[config.mk]
export PLATFORM = sky130hd
export DESIGN_NAME = fp16_div_seq
export DESIGN_NICKNAME = d
export VERILOG_FILES = /design/src/rtl/fp16_div_seq.sv
export SDC_FILE = /design/constraint.sdc
export NUM_CORES = 1
export LEC_CHECK = 0
export CAP_MARGIN = 20
export CORE_ASPECT_RATIO = 1.4
export CORE_MARGIN = 3
export CORE_UTILIZATION = 57
export CTS_CLUSTER_DIAMETER = 60
export DETAILED_ROUTE_END_ITERATION = 8
export GPL_ROUTABILITY_DRIVEN = 0
export PLACE_DENSITY = 0.81
export RECOVER_POWER = 25
export SYNTH_ARGS = -nofsm -noshare
export SYNTH_HDL_FRONTEND = slang
export SYNTH_SLANG_ARGS = --single-unit
export TNS_END_PERCENT = 1
[constraint.sdc]
create_clock -name clk -period 5.5 [get_ports clk]
set_clock_uncertainty 0.1 [all_clocks]
set_input_delay 1.65 -clock clk [delete_from_list [all_inputs] [get_ports clk]]
set_output_delay 1.65 -clock clk [all_outputs]
set_load 0.03 [all_outputs]
[src/rtl/fp16_div_seq.sv]
// Sequential fp16 divider: restoring radix-2 mantissa division, one quotient bit
// per cycle, round-to-nearest-even, DAZ inputs and FTZ outputs.
module fp16_div_seq #(
    parameter int QBITS = 13
) (
    input  logic        clk,
    input  logic        rst,
    input  logic        in_valid,
    output logic        in_ready,
    input  logic [15:0] in_a,
    input  logic [15:0] in_b,
    output logic        out_valid,
    input  logic        out_ready,
    output logic [15:0] out_data,
    output logic [3:0]  out_flags
);
    typedef enum logic [1:0] {S_IDLE, S_DIV, S_RND, S_DONE} state_t;

    state_t             state_q, state_d;
    logic [3:0]         cnt_q, cnt_d;
    logic [12:0]        rem_q, rem_d;
    logic [10:0]        mb_q, mb_d;
    logic [QBITS-1:0]   quo_q, quo_d;
    logic signed [6:0]  e_q, e_d;
    logic               sign_q, sign_d;
    logic [15:0]        data_q, data_d;
    logic [3:0]         flags_q, flags_d;

    logic [4:0]  a_exp, b_exp;
    logic [10:0] ma, mb;
    logic        a_zero, b_zero, a_inf, b_inf, a_nan, b_nan, sgn;
    logic [6:0]  e_acc;
    logic [12:0] diff;
    logic        ge, rnd_up, carry;
    logic [11:0] mant_r;
    logic signed [6:0] e_f;
    logic [9:0]  man_f;

    assign a_exp  = in_a[14:10];
    assign b_exp  = in_b[14:10];
    assign ma     = {1'b1, in_a[9:0]};
    assign mb     = {1'b1, in_b[9:0]};
    // exp==0 covers subnormals too: they are flushed to zero on input
    assign a_zero = (a_exp == 5'd0);
    assign b_zero = (b_exp == 5'd0);
    assign a_inf  = (a_exp == 5'd31) && (in_a[9:0] == 10'd0);
    assign b_inf  = (b_exp == 5'd31) && (in_b[9:0] == 10'd0);
    assign a_nan  = (a_exp == 5'd31) && (in_a[9:0] != 10'd0);
    assign b_nan  = (b_exp == 5'd31) && (in_b[9:0] != 10'd0);
    assign sgn    = in_a[15] ^ in_b[15];
    // Pre-normalise so the quotient lands in [1,2); exponent wraps as 7-bit two's complement
    assign e_acc  = {2'b00, a_exp} - {2'b00, b_exp} + 7'd15 - ((ma < mb) ? 7'd1 : 7'd0);

    assign diff   = rem_q - {2'b00, mb_q};
    assign ge     = (rem_q >= {2'b00, mb_q});

    assign rnd_up = quo_q[1] & (quo_q[0] | (|rem_q) | quo_q[2]);
    assign mant_r = {1'b0, quo_q[12:2]} + {11'd0, rnd_up};
    assign carry  = mant_r[11];
    assign e_f    = carry ? e_q + 7'sd1 : e_q;
    assign man_f  = carry ? mant_r[10:1] : mant_r[9:0];

    assign in_ready  = (state_q == S_IDLE) && !rst;
    assign out_valid = (state_q == S_DONE);
    assign out_data  = data_q;
    assign out_flags = flags_q;

    always_comb begin
        state_d = state_q;
        cnt_d   = cnt_q;
        rem_d   = rem_q;
        mb_d    = mb_q;
        quo_d   = quo_q;
        e_d     = e_q;
        sign_d  = sign_q;
        data_d  = data_q;
        flags_d = flags_q;
        case (state_q)
            S_IDLE: begin
                if (in_valid) begin
                    sign_d  = sgn;
                    flags_d = 4'b0000;
                    state_d = S_DONE;
                    if (a_nan || b_nan || (a_zero && b_zero) || (a_inf && b_inf)) begin
                        data_d  = 16'h7C01;
                        flags_d = 4'b1000;
                    end else if (a_inf) begin
                        data_d = {sgn, 15'h7C00};
                    end else if (b_zero) begin
                        data_d  = {sgn, 15'h7C00};
                        flags_d = 4'b0100;
                    end else if (a_zero || b_inf) begin
                        data_d = {sgn, 15'h0000};
                    end else begin
                        mb_d    = mb;
                        rem_d   = (ma < mb) ? {1'b0, ma, 1'b0} : {2'b00, ma};
                        e_d     = $signed(e_acc);
                        cnt_d   = 4'(QBITS - 1);
                        quo_d   = '0;
                        state_d = S_DIV;
                    end
                end
            end
            S_DIV: begin
                // Remainder is kept pre-shifted for the next bit; it stays below 2*mb
                if (ge) rem_d = {diff[11:0], 1'b0};
                else    rem_d = {rem_q[11:0], 1'b0};
                quo_d = {quo_q[QBITS-2:0], ge};
                cnt_d = cnt_q - 4'd1;
                if (cnt_q == 4'd0) state_d = S_RND;
            end
            S_RND: begin
                state_d = S_DONE;
                if (e_f >= 7'sd31) begin
                    data_d  = {sign_q, 15'h7C00};
                    flags_d = 4'b0010;
                end else if (e_f <= 7'sd0) begin
                    data_d  = {sign_q, 15'h0000};
                    flags_d = 4'b0001;
                end else begin
                    data_d = {sign_q, e_f[4:0], man_f};
                end
            end
            S_DONE: begin
                if (out_ready) state_d = S_IDLE;
            end
            default: state_d = S_IDLE;
        endcase
    end

    always_ff @(posedge clk) begin
        if (rst) begin
            state_q <= S_IDLE;
            cnt_q   <= '0;
            rem_q   <= '0;
            mb_q    <= '0;
            quo_q   <= '0;
            e_q     <= '0;
            sign_q  <= 1'b0;
            data_q  <= '0;
            flags_q <= '0;
        end else begin
            state_q <= state_d;
            cnt_q   <= cnt_d;
            rem_q   <= rem_d;
            mb_q    <= mb_d;
            quo_q   <= quo_d;
            e_q     <= e_d;
            sign_q  <= sign_d;
            data_q  <= data_d;
            flags_q <= flags_d;
        end
    end
endmodule

==> run summary, run 1 <==
Clock-pin slew was measured on the worst setup and hold paths at 0.05 ns. The run gives 270 as the number of violations reported at the end of detailed-routing iteration 0. The final hold violation count was 0; the initial core utilization was 0.585. Via count of the first global-routing pass: 4,640. The predominant post-synthesis flop cell was sky130_fd_sc_hd__dfxtp_1. In this run the worst path has a maximum fanout of 3. The setup slack of the worst register-to-register path is 1.78 ns. The final critical-path required period was 4.48 ns.

The headroom to the max-slew limit was 0.0375; the routed via count divided by cell count was 6.12. The fraction of the yosys area taken by sequential cells was 0.296; the sum of net half-perimeters after detailed placement was 9440 um. In this run the vertical extent of the chip is 115 um. The number of nets handed over by synthesis was 690.

Average cell area after synthesis: 7.81 sq um. The leakage power was 2.33 nW; the fraction of layout cells with a size suffix above 1 was 0.0540. For the number of distinct standard cells referenced by the synthesized netlist, the log shows 60.

The number of gates resized after CTS was 0. Number of sinks driven by the clock tree: 71. The global-route usage over all layers came out at 0.271. The most instantiated library cell after synthesis is sky130_fd_sc_hd__a21oi_1. The flow ran to the end, and the final reports show no timing, DRC or antenna violations. Ranked by total cell area, the synthesized netlist is headed by sky130_fd_sc_hd__dfxtp_1, sky130_fd_sc_hd__ha_1, sky130_fd_sc_hd__a21oi_1, sky130_fd_sc_hd__nand2_1, sky130_fd_sc_hd__mux2i_1.

The number of pins exceeding their max-slew limit in the final report was 0. For the initial antenna violation count, the log shows 0. Max-cap violations in this run came to 0. The number of vias in the routed layout was 4,710; the worst hold slack was 0.349 ns. For the clock buffer count from CTS, the log shows 9. The period utilization is 0.815, and the first-pass GRT wire length is 21,000 um. The pre-antenna-repair detailed-routing pass consisted of 5 iterations. The maximum number of pins on one net before global-route repair came out at 60. The run gives 0 as the post-CTS repair timing setup buffer count. The repair_antennas step left the layout with diodes totalling 0. The worst setup path is captured at a register. After detailed routing, the total wire length is 12,600 um.

The cell chosen for the clock root is sky130_fd_sc_hd__clkbuf_16. Setup repair after global routing left no endpoint under its margin. The worst-case IR drop observed on VDD is 0.366 mV. At the pin with the least slew margin, the transition time is 1.43 ns. The logs give 3 for the number of levels the H-tree was split into and 738 for the final-stage net count. The clock latency on the worst-skew pair is 0.34 ns. The worst setup path is launched from a primary input. The total area inside the core boundary comes to 8200 sq um. The path category of the worst min-delay check is register to register. After technology mapping, the gate count stands at 614. The maximum achievable frequency is 223 MHz. The run gives 39 as the placement row count.

STA puts the critical path data arrival time at 4.64 ns. The area fraction of the dominant cell type after synthesis is 0.296. The maximum root-to-sink buffer count is 2.

The critical path is of the primary input to register type. For this design the top-level I/O count stands at 58. Hold repair after CTS inserted 0 buffers. In this run the power density over the cells is 483 nW/um^2.

In this run, synthesis inferred 0 flip-flops with an integrated enable. The core occupancy in the finished layout came out at 0.698. The die is 83.5 um wide. Input and output buffers added on the ports amount to 57. The die outline area was 9570 sq um. For this run the aggregate overflow at the end of global routing stands at 0. Setup violations remaining at the end of the flow were counted as 0. For the antenna violation net count after detailed routing, the log shows 0.

Relative to the synthesized area, the layout overhead comes to 19.2%. The share of flip-flops with an asynchronous set or reset after synthesis works out to 0. Synthesized flop and latch total: 71.

The area of the mapped netlist was 4800 sq um. TritonCTS built the clock tree. The run gives 0 ns as the final total negative setup slack.

In the synthesized netlist, the cells that appear most often are sky130_fd_sc_hd__a21oi_1, sky130_fd_sc_hd__dfxtp_1, sky130_fd_sc_hd__nand2_1, sky130_fd_sc_hd__inv_1, sky130_fd_sc_hd__nor2_1. The largest total area in the synthesized netlist belongs to sky130_fd_sc_hd__dfxtp_1. For this run, the number of Yosys warnings is 0. STA puts the critical path data required time at 5.66 ns. In the final routed layout, each cell accounts on average for 16.4 um. For this run, design rule violations remaining after detail routing come to 0.
## placed cells by master (no fill, tap or decap), types with 3 or more instances in the layout
cell type,count
sky130_fd_sc_hd__nor3_1,12
sky130_fd_sc_hd__and3_1,3
sky130_fd_sc_hd__or4_1,5
sky130_fd_sc_hd__a21o_1,13
sky130_fd_sc_hd__nand2_1,71
sky130_fd_sc_hd__nand3_1,34
sky130_fd_sc_hd__clkdlybuf4s50_1,34
sky130_fd_sc_hd__a211oi_1,13
sky130_fd_sc_hd__a311oi_1,3
sky130_fd_sc_hd__nand2b_1,9
sky130_fd_sc_hd__or2_2,4
sky130_fd_sc_hd__fa_1,3
sky130_fd_sc_hd__o21ai_0,19
sky130_fd_sc_hd__nand4_1,12
sky130_fd_sc_hd__nor2b_1,7
sky130_fd_sc_hd__inv_1,42
sky130_fd_sc_hd__mux2i_1,22
sky130_fd_sc_hd__a21oi_1,74
sky130_fd_sc_hd__ha_1,37
sky130_fd_sc_hd__buf_4,9
sky130_fd_sc_hd__and2_1,4
sky130_fd_sc_hd__a211o_1,3
sky130_fd_sc_hd__nor2_1,39
sky130_fd_sc_hd__or3_1,3
sky130_fd_sc_hd__clkbuf_1,3
sky130_fd_sc_hd__o21a_1,7
sky130_fd_sc_hd__dlygate4sd3_1,22
sky130_fd_sc_hd__xor2_1,6
sky130_fd_sc_hd__nor4_1,12
sky130_fd_sc_hd__o2111ai_1,3
sky130_fd_sc_hd__dfxtp_1,71
sky130_fd_sc_hd__a31oi_1,3
sky130_fd_sc_hd__xnor2_1,16
sky130_fd_sc_hd__o22ai_1,5
sky130_fd_sc_hd__clkbuf_16,9
## path summary, 6_finish.rpt
path | startpoint | end | cells after the start
max | in_b[5] | e_q[5]$_SDFFE_PP0P_ | 15
min | out_data[8]$_SDFFE_PP0P_ | out_data[8]$_SDFFE_PP0P_ | 2
max reg2reg | quo_q[4]$_SDFFE_PP0P_ | out_flags[0]$_SDFFE_PP0P_ | 7
min reg2reg | out_data[8]$_SDFFE_PP0P_ | out_data[8]$_SDFFE_PP0P_ | 2
## state kept, by name, summed over array words and instances, names as in the netlist
| signal | count |
|---|---|
| cnt_q | 4 |
| e_q | 7 |
| mb_q | 11 |
| out_data | 16 |
| out_flags | 4 |
| quo_q | 13 |
| rem_q | 13 |
| sign_q | 1 |
| state_q | 2 |
## metrics by stage
stage	instance area [sq um]	power, mW	cells	setup slack (ns)
after detailed placement	5430	2.16	753	0.728
after global routing	5720	2.95	769	0.860
final	5720	2.76	769	1.02
after floorplan	4800	1.81	614	0.946
after CTS	5730	2.76	769	1.03
after global placement	5430	2.12	753	0.842
## cells by family (layout without fill, tap and decap cells)
logic type                 count (synthesis)  count (layout)  share of synthesized area
muxes                                     24              24                     0.0506
xor gates and xnor gates                  22              22                     0.0402
DFF                                       71              71                      0.296
buffers and inverters                     71             124                     0.0592
AOI/OAI and AO/OA                        164             164                      0.217
and+or+nand+nor                          222             222                      0.228
adders and majority gates                 40              40                      0.109
## where the power goes
part | total (mW) | internal (mW) | switching, mW
Sequential | 0.703 | 0.610 | 0.0925
Combinational | 1.48 | 0.617 | 0.858
Clock | 0.581 | 0.363 | 0.218
## cell type report
class	count	area, sq um
multi-input cells	472	3090
fillers	713	2480
flip-flops and latches	71	1420
repair buffers	66	633
clock buffers	13	250
inverters	42	158
well taps	102	128
clock inverters	3	42.5
## worst max-delay path, stage by stage
cell                              delay (ns)
sky130_fd_sc_hd__clkdlybuf4s50_1        0.50
sky130_fd_sc_hd__inv_1                  0.05
sky130_fd_sc_hd__ha_1                   0.31
sky130_fd_sc_hd__nand3_1                0.09
sky130_fd_sc_hd__a211o_1                0.27
sky130_fd_sc_hd__a21oi_1                0.21
sky130_fd_sc_hd__ha_1                   0.20
sky130_fd_sc_hd__ha_1                   0.16
sky130_fd_sc_hd__inv_1                  0.06
sky130_fd_sc_hd__fa_1                   0.40
sky130_fd_sc_hd__inv_1                  0.08
sky130_fd_sc_hd__a21o_1                 0.11
sky130_fd_sc_hd__a21oi_1                0.08
sky130_fd_sc_hd__or3_1                  0.32
sky130_fd_sc_hd__a31oi_1                0.16
## metal layers
metal  wire (um)  share of wire  track usage  vias up
li1            -              -            -     2301
met1        4910           0.39        0.286     2231
met2        6560           0.52        0.503      136
met3         492          0.039       0.0446       42
met4         647          0.051        0.161        0
met5           0              0            0        -
No activity file was read; power rests on OpenSTA's default activity.
==> inputs of run 2 (changes only) <==
==> constraint.sdc (replaced) <==
create_clock -name clk -period 4.7 [get_ports clk]
set_clock_uncertainty 0.1 [all_clocks]
set_input_delay 1.41 -clock clk [delete_from_list [all_inputs] [get_ports clk]]
set_output_delay 1.41 -clock clk [all_outputs]
set_load 0.03 [all_outputs]
==> run 2 against run 1 <==
Compared with the run above: final area rose by 0.24%; worst setup slack worse by 0.49 ns; wire length decreased by 3.0%; total power is 16% higher; global-route usage shrank 0.59 points; combinational power increased by 16%; critical endpoint unchanged; highest routed layer unchanged.
==> run summary, run 2 (synthesis gave the netlist of run 1 again) <==
The maximum achievable frequency was 240 MHz. For this design, the slowest cell found on the critical path is sky130_fd_sc_hd__clkdlybuf4s50_1. Placeable core region: 8200 sq um.

For this design, the CTS-stage hold fixing added 0 buffers. Max-cap violations in this run came to 0. Fill cells in the final layout number 703.

TritonCTS built the clock tree. The number of input and output port buffers inserted was 57; the final total negative setup slack was 0 ns. Relative to the synthesized area, the layout overhead comes to 19.5%.

In this run the power density over the cells is 561 nW/um^2. The largest single stage delay on the critical path is 0.51 ns. Pin placement for this block handled 58 I/O pins. The maximum root-to-sink buffer count was 2. In this run the vertical extent of the chip is 115 um.

The critical path starts at in_b[5]. The startpoint identified for the worst hold timing path is out_data[5]$_SDFFE_PP0P_. The clock tree synthesis step divided the H-tree into 3 levels. Subtracting the final worst setup slack from the clock period gives 4.17 ns. Across the VDD grid, the largest voltage drop is 0.443 mV. For the post-CTS repair timing setup buffer count, the log shows 0. After detailed routing, the total wire length is 12,200 um. For the placement row count, the log shows 39. The run finished with clean final reports. Summing all multi-input logic gate instances after layout gives 3090 sq um.

The run gives 0 as the overflow left after global routing. The tools report the first-pass GRT wire length as 20,600 um. The period utilization was 0.887; the number of pins exceeding their max-slew limit in the final report was 0.

The number of sinks driven by the clock tree is 71. Leakage power: 2.34 nW. The flip-flop count of the largest register, all copies and words added was 16; the biggest fanout along the worst timing path was 3. The routed layout has 4,683 vias. The repair_antennas step left the layout with diodes totalling 0.

Setup repair after global routing left no endpoint under its margin. For this block, the initial DRC count from the detailed router was 319. The endpoint arrival time on the critical path was 4.33 ns. The startpoint class of the critical path is a primary input. Leaving out fill and tap cells, the most frequent cells in the layout are sky130_fd_sc_hd__a21oi_1, sky130_fd_sc_hd__nand2_1, sky130_fd_sc_hd__dfxtp_1.

The pre-antenna-repair detailed-routing pass consisted of 5 iterations. The fraction of layout cells with a size suffix above 1 came out at 0.0599. The path category of the worst min-delay check is register to register. Classification of the worst setup path: primary input to register. The sum of net half-perimeters after detailed placement is 9300 um, and the initial antenna violation count is 0.

The tree is rooted in a sky130_fd_sc_hd__clkbuf_16. For the initial core utilization, the log shows 0.585. The run gives 0.0949 as the headroom to the max-slew limit. For the number of setup violations in the final report, the log shows 0.

The worst hold slack was 0.351 ns. Number of gates resized after CTS: 0. The clock edge transition at the registers on the reported setup and hold paths works out to 0.06 ns.

The transition time at the pin with the least slew margin was 1.35 ns. In this run the critical register-to-register path is launched from quo_q[11]$_SDFFE_PP0P_. The critical path goes through clkdlybuf4s50_1, inv_1, ha_1, nand3_1, a211o_1, a21oi_1, ha_1, ha_1, inv_1, fa_1, inv_1, a21o_1, a21oi_1, or3_1, a31oi_1. Required time of the worst setup path: 4.86 ns. The horizontal extent of the die is 83.5 um, and the die outline area is 9570 sq um.

The maximum number of pins on one net before global-route repair is 60. Via count of the first global-routing pass: 4,491. At the end of the flow, the number of nets in the layout was 739. The final hold violation count was 0.

The number of clock buffers added by TritonCTS is 9. The logs give 0 for the antenna violation net count after detailed routing and 0 for the total DRC errors in the routed layout. Leaving out fill and tap cells, the most frequent cell in the layout is sky130_fd_sc_hd__a21oi_1.

The per-cell routed wire length was 15.9 um. Across the whole layout, storage elements account for 1420 sq um. At the later pin of the worst-skew pair, clock insertion delay measures 0.34 ns. The global-route usage over all layers is 0.265. The worst setup path is captured at a register.

The sum of internal, switching and leakage power was 3.21 mW; the routed via count divided by cell count was 6.08.
==> run 2: cell types whose count changed in the layout (fill, tap and decap cells not counted) <==
cell / before / now
sky130_fd_sc_hd__nor4_1: 12 / 11
sky130_fd_sc_hd__a311oi_2: 1 / 0
sky130_fd_sc_hd__clkinv_2: 1 / 3
sky130_fd_sc_hd__a311oi_1: 3 / 4
sky130_fd_sc_hd__clkinvlp_4: 1 / 2
sky130_fd_sc_hd__nor4_2: 0 / 1
sky130_fd_sc_hd__clkbuf_1: 3 / 0
sky130_fd_sc_hd__buf_4: 9 / 10
==> run 2: per-stage QoR <==
step / worst slack, ns / utilization / cells / area [sq um]
2_1_floorplan: 0.386 / - / 614 / 4800
6_report: 0.529 / 0.699 / 770 / 5730
4_1_cts: 0.507 / 0.699 / 769 / 5730
5_1_grt: 0.293 / 0.699 / 770 / 5730
3_3_place_gp: 0.288 / 0.663 / 753 / 5430
3_5_place_dp: 0.188 / 0.663 / 753 / 5430
==> run 2: metal layers <==
layer	track usage	part of all wire	up-vias
met2	0.494	0.53	156
li1	-	-	2316
met3	0.0547	0.046	26
met1	0.290	0.39	2185
met4	0.114	0.032	0
met5	0	0	-
==> run 2: report_power, final <==
| part | switching [mW] | total [mW] | internal (mW) |
|---|---|---|---|
| Combinational | 0.988 | 1.71 | 0.722 |
| Clock | 0.261 | 0.683 | 0.422 |
| Sequential | 0.108 | 0.822 | 0.714 |
| Total | 1.36 | 3.21 | 1.86 |
==> run 2: final timing paths <==
kind,to,slack (ns),cells after the start
worst max-delay path,e_q[5]$_SDFFE_PP0P_,0.53,15
worst min-delay path,out_data[5]$_SDFFE_PP0P_,0.35,2
worst max register to register,out_flags[0]$_SDFFE_PP0P_,1.06,7
worst min register to register,out_data[5]$_SDFFE_PP0P_,0.35,2
==> run 2: worst max-delay path, delay by kind of cell <==
kind | cells | cell delay [ns]
buffers and inverters | 4 | 0.70
adder cells (fa/ha/maj) | 4 | 1.05
AO/OA/AOI/OAI | 5 | 0.78
AND/OR/NAND/NOR | 2 | 0.40
==> run 2: final cells by class <==
| class | count | area share |
|---|---|---|
| sequential | 71 | 0.248 |
| inverter | 42 | 0.0275 |
| clock inverter | 6 | 0.0105 |
| timing repair buffer | 67 | 0.112 |
| tap | 102 | 0.0223 |
| clock buffer | 10 | 0.0417 |
| multi-input combinational | 472 | 0.538 |
